==> src/rtl/clk_div_bank.sv <==
// clk_div_bank: bank of NCH independent programmable clock dividers.
//
// Each channel divides clk by 2*max(H,1) and produces a 50% duty clk_out.
// A new half-period is captured with div_load and held pending until the
// next clk_out rising toggle. If the channel is stopped, the pending value
// is applied on the following cycle instead. div_ack pulses in the cycle
// the new value becomes active.
//
// Parameters
//   NCH       number of channels (1..8)
//   CW        counter / half-period width
//   DEF_HALF  half-period loaded into every channel at reset
//
// Ports
//   clk       system clock, rising edge
//   reset     synchronous, active-high
//   en        [NCH]     per-channel run enable
//   div_half  [NCH*CW]  requested half-period, channel i at [i*CW +: CW]
//   div_load  [NCH]     one-cycle capture strobe for div_half
//   div_ack   [NCH]     one-cycle pulse when a new half-period takes effect
//   clk_out   [NCH]     registered divided clock
//   tick      [NCH]     one-cycle pulse with each clk_out rise
//
// Build option
//   CLK_DIV_BANK_TICK_EN  when defined, tick is generated; otherwise tick
//                         is tied to 0 and has no registers behind it.

module clk_div_chan #(
  parameter int unsigned CW       = 32,
  parameter int unsigned DEF_HALF = 1
) (
  input  logic          clk,
  input  logic          reset,
  input  logic          en,
  input  logic          load,
  input  logic [CW-1:0] half,
  output logic          ack,
  output logic          clk_out,
  output logic          tick
);
  localparam logic [CW-1:0] DEF_H = CW'(DEF_HALF);

  logic [CW-1:0] ha;    // active half-period
  logic [CW-1:0] hp;    // pending half-period
  logic          pf;    // pending flag
  logic [CW-1:0] cnt;
  logic [CW-1:0] last;  // terminal count, HA of 0 treated as 1
  logic          wrap;
  logic          rise;
  logic          apply;

  assign last  = (ha == '0) ? '0 : ha - 1'b1;
  assign wrap  = en && (cnt == last);
  assign rise  = wrap && !clk_out;
  // Running channels only switch on a rising boundary so a period is never
  // cut short or stretched; stopped channels switch right away.
  assign apply = pf && (en ? rise : 1'b1);

  always_ff @(posedge clk) begin
    if (reset) begin
      ha      <= DEF_H;
      hp      <= DEF_H;
      pf      <= 1'b0;
      cnt     <= '0;
      clk_out <= 1'b0;
      ack     <= 1'b0;
    end else begin
      if (!en) begin
        cnt     <= '0;
        clk_out <= 1'b0;
      end else if (wrap) begin
        cnt     <= '0;
        clk_out <= ~clk_out;
      end else begin
        cnt     <= cnt + 1'b1;
      end

      ack <= apply;
      if (apply) begin
        ha <= hp;
        pf <= 1'b0;
      end
      // A load on an apply boundary lands after the old HP was consumed,
      // so it simply becomes the next pending value.
      if (load) begin
        hp <= half;
        pf <= 1'b1;
      end
    end
  end

`ifdef CLK_DIV_BANK_TICK_EN
  logic tick_q;
  always_ff @(posedge clk) begin
    if (reset) tick_q <= 1'b0;
    else       tick_q <= rise;
  end
  assign tick = tick_q;
`else
  assign tick = 1'b0;
`endif

endmodule

module clk_div_bank #(
  parameter int unsigned NCH      = 2,
  parameter int unsigned CW       = 32,
  parameter int unsigned DEF_HALF = 1
) (
  input  logic              clk,
  input  logic              reset,
  input  logic [NCH-1:0]    en,
  input  logic [NCH*CW-1:0] div_half,
  input  logic [NCH-1:0]    div_load,
  output logic [NCH-1:0]    div_ack,
  output logic [NCH-1:0]    clk_out,
  output logic [NCH-1:0]    tick
);

  for (genvar i = 0; i < NCH; i++) begin : g_ch
    clk_div_chan #(
      .CW       (CW),
      .DEF_HALF (DEF_HALF)
    ) u_ch (
      .clk     (clk),
      .reset   (reset),
      .en      (en[i]),
      .load    (div_load[i]),
      .half    (div_half[i*CW +: CW]),
      .ack     (div_ack[i]),
      .clk_out (clk_out[i]),
      .tick    (tick[i])
    );
  end

endmodule

==> config.mk <==
export PLATFORM = sky130hd
export DESIGN_NAME = clk_div_bank
export DESIGN_NICKNAME = d
export VERILOG_FILES = /design/src/rtl/clk_div_bank.sv
export SDC_FILE = /design/constraint.sdc
export NUM_CORES = 1
export LEC_CHECK = 0
export BUFFER_PORTS_ARGS = -buffer_cell sky130_fd_sc_hd__buf_2
export CAP_MARGIN = 20
export CORE_ASPECT_RATIO = 0.8
export CORE_MARGIN = 3
export CORE_UTILIZATION = 42
export CTS_CLUSTER_DIAMETER = 120
export DETAILED_ROUTE_END_ITERATION = 16
export PLACE_DENSITY = 0.57
export SETUP_SLACK_MARGIN = 0.5
export SYNTH_ARGS = -nofsm -noshare
export SYNTH_HDL_FRONTEND = slang
export SYNTH_SLANG_ARGS = --single-unit
==> constraint.sdc <==
create_clock -name clk -period 9.3 [get_ports clk]
set_clock_uncertainty 0.1 [all_clocks]
set_input_delay 1.86 -clock clk [delete_from_list [all_inputs] [get_ports clk]]
set_output_delay 1.86 -clock clk [all_outputs]
set_load 0.1 [all_outputs]
==> results.md, run 1 <==
- Part of the cycle the worst path needs: 56.83%
- Fin cells: 1,724
- Fin nets: 1,429
- Critical path required time: 9.57 ns
- Maximum Capacitance Violations: 0
- Unrepaired setup endpoints after global routing: false
- Synth-to-Final Area Change: 8.523%
- H-tree depth: 4
- Start point of the critical path: g_ch[1].u_ch.ha[0]$_SDFFE_PP1P_
- Pre-antenna DRT Iters: 5
- Vias post-DR: 9,631
- Grt ovf: 0
- Share of cells above drive strength 1: 11.05%
- Clock buffer count from CTS: 17
- Hold_buf cts: 0
- Syn Inst Count: 1,346
- Slowest cell delay on critical path: 0.86 ns
- Worst setup SP type: flop
- DRT iter0 DRCs: 757
- Critical path endpoint: g_ch[1].u_ch.ha[11]$_SDFFE_PP0P_
- Clk sinks: 198
- Buffers on Ports: 73
- Layout fillers: 2,576
- R2R Setup Slk: 4.01 ns
- Slew @ Worst Pin: 1.102 ns
- Final setup viols: 0
- Max VDD drop: 124.9 µV
- Total track usage: 21.83%
- Hold Fails Final Rpt: 0
- Die Ht: 153.3 µm
- CTS root buf: clkbuf_16
- Ys Warns: 0
- Clk pin slew, worst setup/hold paths: 0.08 ns
- Mapped Area: 11,390 µm²
- Outcome: completed
- Share of async-settable or async-resettable flops after synthesis: 0%
- Core area: 26,460 µm²
- Multi-input combinational cell area: 6879 µm²
- DR WL/cell: 18.61 µm
- Overall die width: 190.1 µm
- Starting Density: 43.06%
- Cell chain of the critical path: inv_1 -> ha_1 -> nor3b_1 -> nand3_1 -> nor4_4 -> nand2_1 -> a32o_1 -> a211o_1 -> a2111oi_4 -> a32o_2 -> buf_4 -> mux2i_1
- CTS tree: built
- Post-synth EDFFs: 0
- Register Area: 3964 µm²
- Seq cells post-synth: 198
- Placed wire-length estimate: 23.48 mm
- Largest net degree at the start of global routing: 80
- PD cells: 161.0 nW/µm²
- Critical path endpoint category: flop
- Setup TNS: 0 ns
- Yosys cell types: 90
- R2r worst-path depth: 12
- Hold path cells: 2
- Dpl cells: 1,692
- Crit-path slowest cell: nor4_4
- Initial antenna violation count: 1
- Register area share after synthesis: 34.79%
- Highest clock rate: 0.1892 GHz
- WS Path Type: reg -> reg
- Leak Pwr: 0.004679 µW
- CP max FO: 24
- Hold crit path type: reg -> reg
- RePlAce Congestion: 0.9247
- Final Instance Area: 12,360 µm²
- Max_slew headroom: 26.53%
- Post-CTS setup buffers: 0
- Routed WL: 32.09 mm
- Num rows: 53
- Worst skew pair latency: 0.45 ns
- Antenna diodes: 0
- Global-route wire length before repair: 50.56 mm
- Synthesized area per cell: 8.464 µm²
- Vias per cell: 5.586
- Routed Antenna Nets: 0
- Dominant synthesized flop cell: dfxtp_1
- Detailed-route DRC error count: 0
- Clk buf depth: 2
- Ports: 76
- Final critical-path required period: 5.286 ns
- Critical path arrival: 5.56 ns
- CTS-repair resized insts: 0
- Vias in the first global route: 8,766
- Die Area: 29,150 µm²
- Reg2reg end: g_ch[1].u_ch.ha[11]$_SDFFE_PP0P_
- Dpl cell area: 11,780 µm²
- Pins Over Slew Limit: 0
- Reg2Reg Launch Point: g_ch[1].u_ch.ha[0]$_SDFFE_PP1P_
## kinds of logic after synthesis
logic type / after synthesis / share of synthesized area, %
buffers and inverters: 110 / 4.909
muxes: 139 / 12.22
and+or+nand+nor: 619 / 27.15
xor gates and xnor gates: 113 / 9.303
AOI/OAI and AO/OA: 162 / 11.15
other: 1 / 0.03292
adders and majority gates: 4 / 0.4393
DFF: 198 / 34.79
## sequential cells by signal, summed over array words and instances, names as in the netlist
name,cells
g_ch.u_ch.clk_out,2
g_ch.u_ch.ha,64
g_ch.u_ch.pf,2
g_ch.u_ch.ack,2
g_ch.u_ch.hp,64
g_ch.u_ch.cnt,64
## power by group
| part | switching [µW] | internal (µW) | total (µW) |
|---|---|---|---|
| Combinational | 215 | 127 | 342 |
| Clock | 363 | 377 | 740 |
| Sequential | 32.8 | 877 | 910 |
## worst min path at each step
stage	endpoint	start	slack [ns]
2_1_floorplan	g_ch[0].u_ch.ha[2]$_SDFFE_PP0P_	g_ch[0].u_ch.hp[2]$_SDFFE_PP0P_	0.34
3_3_place_gp	g_ch[0].u_ch.ha[16]$_SDFFE_PP0P_	g_ch[0].u_ch.hp[16]$_SDFFE_PP0P_	0.35
6_report	g_ch[0].u_ch.ha[13]$_SDFFE_PP0P_	g_ch[0].u_ch.hp[13]$_SDFFE_PP0P_	0.36
4_1_cts	g_ch[0].u_ch.ha[13]$_SDFFE_PP0P_	g_ch[0].u_ch.hp[13]$_SDFFE_PP0P_	0.37
5_1_grt	g_ch[0].u_ch.ha[16]$_SDFFE_PP0P_	g_ch[0].u_ch.hp[16]$_SDFFE_PP0P_	0.38
3_5_place_dp	g_ch[1].u_ch.ha[28]$_SDFFE_PP0P_	g_ch[1].u_ch.hp[28]$_SDFFE_PP0P_	0.36
## layer usage
| metal | vias to the layer above | wire, µm | GRT usage [%] |
|---|---|---|---|
| li1 | 4783 | - | - |
| met1 | 4538 | 17350 | 36.09 |
| met2 | 288 | 12270 | 28.01 |
| met3 | 20 | 2235 | 4.976 |
| met4 | 2 | 230 | 4.261 |
| met5 | - | 13 | 0 |
## stage by stage
stage	hold WS (ns)	power (µW)	util, %	setup WS, ns
floorplan	0.3373	1188	-	5.122
finish	0.3610	1991	46.73	4.014
CTS	0.3654	2001	46.67	4.135
global placement	0.3495	1263	44.47	4.340
detailed placement	0.3552	1264	44.53	4.155
global route	0.3805	2078	46.73	3.648
## layout make-up
cell class	count	area share [%]
tap	357	3.613
timing repair buffer	80	3.502
clock buffer	17	3.441
sequential	198	32.06
inverter	19	0.5971
multi-input combinational	1039	55.64
clock inverter	14	1.144
## placed cells by master (no fill, tap or decap), types with 7 or more instances in the layout
master       n
xor2_1      57
a21oi_1     22
nor4_1      24
a31oi_1      7
nor3_1      61
o21ai_0     28
buf_2       73
or3_1       14
or4_1       15
nand3_1     43
clkbuf_16   17
mux2i_1    138
inv_1       18
nor2b_1      8
and3_1      27
nor2_1     146
dfxtp_1    198
o31ai_1      9
o211ai_1    10
nand4_1     12
nor3b_1      7
nand2_1    197
xnor2_1     51
nand2b_1    11
## cell usage after synthesis (4+ instances only)
| master | instances | area [µm²] |
|---|---|---|
| inv_1 | 18 | 67.56 |
| a31oi_1 | 7 | 43.79 |
| o41ai_1 | 4 | 35.03 |
| buf_4 | 11 | 82.58 |
| o2111ai_1 | 4 | 35.03 |
| xnor3_1 | 4 | 90.09 |
| nor3b_1 | 7 | 52.55 |
| a21o_1 | 4 | 30.03 |
| or2_2 | 6 | 37.54 |
| nand2b_1 | 11 | 68.82 |
| a32oi_1 | 6 | 52.55 |
| dfxtp_1 | 198 | 3964 |
| nand4_1 | 12 | 75.07 |
| xor2_1 | 57 | 499.2 |
| o211ai_1 | 10 | 75.07 |
| or4_1 | 15 | 112.6 |
| buf_1 | 5 | 18.77 |
| o31ai_1 | 9 | 67.56 |
| or3_1 | 14 | 87.58 |
| nand3b_1 | 6 | 45.04 |
| a32o_1 | 4 | 40.04 |
| and3_1 | 27 | 168.9 |
| a211oi_1 | 4 | 30.03 |
| nand2_1 | 197 | 739.5 |
| a21oi_1 | 22 | 110.1 |
| clkbuf_1 | 55 | 206.5 |
| xnor2_1 | 51 | 446.7 |
| nand3_1 | 43 | 215.2 |
| o311ai_0 | 5 | 43.79 |
| o22ai_1 | 4 | 25.02 |
| ha_1 | 4 | 50.05 |
| a21boi_0 | 4 | 30.03 |
| nor4_1 | 24 | 150.1 |
| nand4b_1 | 6 | 52.55 |
| nor3_1 | 62 | 310.3 |
| and2_1 | 5 | 31.28 |
| nor2_1 | 146 | 548.0 |
| nor2b_1 | 8 | 50.05 |
| o21ai_0 | 28 | 140.1 |
| buf_6 | 8 | 90.09 |
| a211o_1 | 4 | 35.03 |
| mux2i_1 | 138 | 1381 |
| buf_2 | 8 | 40.04 |
## critical path: cells and delay by family, from the launching register on
kind / cells / cell delay, ns
AOI/OAI and AO/OA: 4 / 1.50
adders and majority gates: 1 / 0.25
buffers and inverters: 2 / 0.55
DFF: 1 / 0.37
muxes: 1 / 0.23
and+or+nand+nor: 4 / 2.18
(Power assumes the default switching activity.)
==> run 2, diff against run 1 <==
ABC_AREA = 1   (was not set)
PLACE_DENSITY = 0.59   (was 0.57)
clock period = 4.6 ns   (was 9.3 ns; I/O delays follow)
==> results.md, run 2 <==
- Vias per cell: 5.006 (-10%)
- Pre-antenna DRT Iters: 8 (+3)
- DR WL/cell: 14.02 µm (-25%)
- Final setup viols: 0 (unchanged)
- Routed WL: 31.50 mm (-1.9%)
- Overall die width: 191.5 µm (+0.73%)
- Seq cells post-synth: 198 (unchanged)
- RePlAce Congestion: 0.9210 (-0.40%)
- Setup slack after layout: 0.9386 ns (-3.076 ns)
- Multi-input combinational cell area: 6284 µm² (-8.7%)
- WS Path Type: reg -> reg
- Die Area: 29,580 µm² (+1.5%)
- Num rows: 53 (unchanged)
- Buffers on Ports: 73 (unchanged)
- Worst skew pair latency: 0.44 ns (about the same)
- Setup TNS: 0 ns (unchanged)
- Initial antenna violation count: 0 (-1)
- Placed wire-length estimate: 23.48 mm (about the same)
- Largest net degree at the start of global routing: 66 (-18%)
- CTS-repair resized insts: 0 (unchanged)
- CTS root buf: clkbuf_16
- Cell chain of the critical path: inv_2 -> ha_1 -> nand2_2 -> nor2_4 -> nand2_1 -> inv_2 -> nand2_2 -> nand3_1 -> xor2_1 -> nand3_1 -> nor2_1 -> nand4_2 -> nand2_4 -> nand3_1 -> nand2_1 -> nor2_1
- DP Worst Slack: 0.9888 ns (-3.166 ns)
- Clk pin slew, worst setup/hold paths: 0.08 ns (about the same)
- Clk buf depth: 2 (unchanged)
- Critical path endpoint category: flop
- Hold Fails Final Rpt: 0 (unchanged)
- Routed Antenna Nets: 0 (unchanged)
- Detailed-route DRC error count: 0 (unchanged)
- List of most frequent post-synthesis cells: nand2_1 (426), nor2_1 (306), inv_1 (221)
- Critical path arrival: 3.89 ns (-1.67 ns)
- Share of cells above drive strength 1: 7.937% (-3.1 points)
- CTS tree: built
- Ports: 76 (unchanged)
- Register area share after synthesis: 34.27% (-0.52 points)
- H-tree depth: 4 (unchanged)
- Share of async-settable or async-resettable flops after synthesis: 0% (unchanged)
- Register Area: 3966 µm² (about the same)
- Grt ovf: 0 (unchanged)
- Dominant synthesized flop cell: dfxtp_1
- Total track usage: 21.52% (-0.31 points)
- Max_slew headroom: 51.22% (+25 points)
- Highest clock rate: 0.2731 GHz (+44%)
- Mapped Area: 11,560 µm² (+1.5%)
- Post-synth EDFFs: 0 (unchanged)
- Outcome: completed
- Leak Pwr: 0.005459 µW (+17%)
- Post-CTS setup buffers: 0 (unchanged)
- Most frequent cell after synthesis: nand2_1
- Synth area leaders: dfxtp_1 (34%), nand2_1 (14%), nor2_1 (9.9%), nand3_1 (7.4%), inv_1 (7.2%)
- Commonest non-fill, non-tap cell in the layout: nand2_1
- Slew @ Worst Pin: 0.7291 ns (-0.3729 ns)
- Slowest cell delay on critical path: 0.53 ns (-0.33 ns)
- Biggest regs: g_ch.u_ch.cnt (64), g_ch.u_ch.ha (64), g_ch.u_ch.hp (64)
- Clock power share: 37.1% (about the same)
- Synth area leader: dfxtp_1
- Core area: 26,660 µm² (+0.75%)
- Combinational share of power: 17.4% (+0.2 points)
- Hold_buf cts: 0 (unchanged)
- Synthesized area per cell: 6.248 µm² (-26%)
- Part of the cycle the worst path needs: 79.60% (+23 points)
- Clk sinks: 198 (unchanged)
- Max VDD drop: 310.5 µV (+150%)
- Unrepaired setup endpoints after global routing: false
- Syn Inst Count: 1,851 (+38%)
- Yosys cell types: 42 (-53%)
- R2R Setup Slk: 0.94 ns (-3.08 ns)
- Vias in the first global route: 9,680 (+10%)
- Global-route wire length before repair: 51.74 mm (+2.3%)
- Hold crit path type: reg -> reg
- Final critical-path required period: 3.661 ns (-1.624 ns)
- Die Ht: 154.4 µm (+0.73%)
- Critical path required time: 4.83 ns (-4.74 ns)
- CP max FO: 64 (+170%)
- Sw Pwr: 1264 µW (+110%)
- Worst setup SP type: flop
- Most frequent CP cell: nand3_1
- Clock buffer count from CTS: 17 (unchanged)
- Cell-internal power: 2819 µW (+100%)
- Maximum Capacitance Violations: 0 (unchanged)
- Most frequent cells in the layout: nand2_1 (426), nor2_1 (306), inv_1 (220)
- Crit-path slowest cell: nand2_4
- Synth-to-Final Area Change: 8.979%
- DRT iter0 DRCs: 1,169 (+54%)
- Yosys top cell area share: 34.27% (-0.52 points)
- Starting Density: 43.38% (+0.33 points)
- Ys Warns: 0 (unchanged)
- Antenna diodes: 0 (unchanged)
- Reg power frac: 45.5% (-0.2 points)
- Net Sw Frac: 30.95% (+0.30 points)
- Layout fillers: 2,843 (+10%)
- Vias post-DR: 11,249 (+17%)
- Fin nets: 1,952 (+37%)
- Pins Over Slew Limit: 0 (unchanged)
- PD cells: 324.0 nW/µm² (+100%)
run 2: metrics by stage:
step | std cells | power, µW | util (%) | area (µm²) | hold slack (ns)
finish | 2247 | 4083 | 47.28 | 12600 | 0.3585
floorplan | 1852 | 2425 | - | 11570 | 0.3295
CTS | 2245 | 4106 | 47.13 | 12560 | 0.3606
global route | 2247 | 4289 | 47.28 | 12600 | 0.3710
global placement | 2214 | 2586 | 44.91 | 11970 | 0.3454
detailed placement | 2214 | 2590 | 44.91 | 11970 | 0.3507
run 2: per-layer routing:
layer	track usage (%)	share of wire [%]
met1	38.19	59
met5	0	0
met3	2.991	5.6
met2	25.72	35
met4	4.331	0.90
run 2: path summary, 6_finish.rpt:
path / startpoint / cells after the start / endpoint
hold reg to reg: g_ch[1].u_ch.hp[21]$_SDFFE_PP0P_ / 2 / g_ch[1].u_ch.hp[21]$_SDFFE_PP0P_
hold / removal: g_ch[1].u_ch.hp[21]$_SDFFE_PP0P_ / 2 / g_ch[1].u_ch.hp[21]$_SDFFE_PP0P_
setup reg to reg: g_ch[0].u_ch.ha[0]$_SDFFE_PP1P_ / 16 / g_ch[0].u_ch.ha[21]$_SDFFE_PP0P_
setup / recovery: g_ch[0].u_ch.ha[0]$_SDFFE_PP1P_ / 16 / g_ch[0].u_ch.ha[21]$_SDFFE_PP0P_
run 2: kinds of logic (layout without fill, tap and decap cells):
| logic type | Yosys count | count (layout) | share of synthesized area, % |
|---|---|---|---|
| AND/OR/NAND/NOR | 1048 | 1048 | 39.29 |
| flip-flops | 198 | 198 | 34.27 |
| AO/OA/AOI/OAI | 256 | 256 | 11.51 |
| other | 1 | 2 | 0.03243 |
| adder cells (fa/ha/maj) | 4 | 4 | 0.4328 |
| buffers and inverters | 304 | 342 | 11.42 |
| XOR/XNOR | 40 | 40 | 3.029 |
run 2: worst max-delay path, delay by kind of cell (launching register included):
| kind | cells | cell delay [ns] |
|---|---|---|
| simple gates | 12 | 2.48 |
| xor+xnor | 1 | 0.25 |
| fa+ha+maj | 1 | 0.23 |
| buf+inv | 2 | 0.14 |
| flops | 1 | 0.32 |
run 2: cell type report:
class	count	share of cell area (%)
Clock buffer	19	3.594
Sequential cell	198	31.47
Multi-Input combinational cell	1350	49.86
Timing Repair Buffer	81	3.574
Tap cell	357	3.544
Inverter	230	6.860
Clock inverter	12	1.102
run 2: power by group through the flow:
stage	clock (µW)	combinational, µW	sequential (µW)
3_3_place_gp	0	676	1910
3_5_place_dp	0	679	1910
5_1_grt	1610	815	1870
6_report	1520	710	1860
4_1_cts	1550	682	1870
2_1_floorplan	0	558	1870
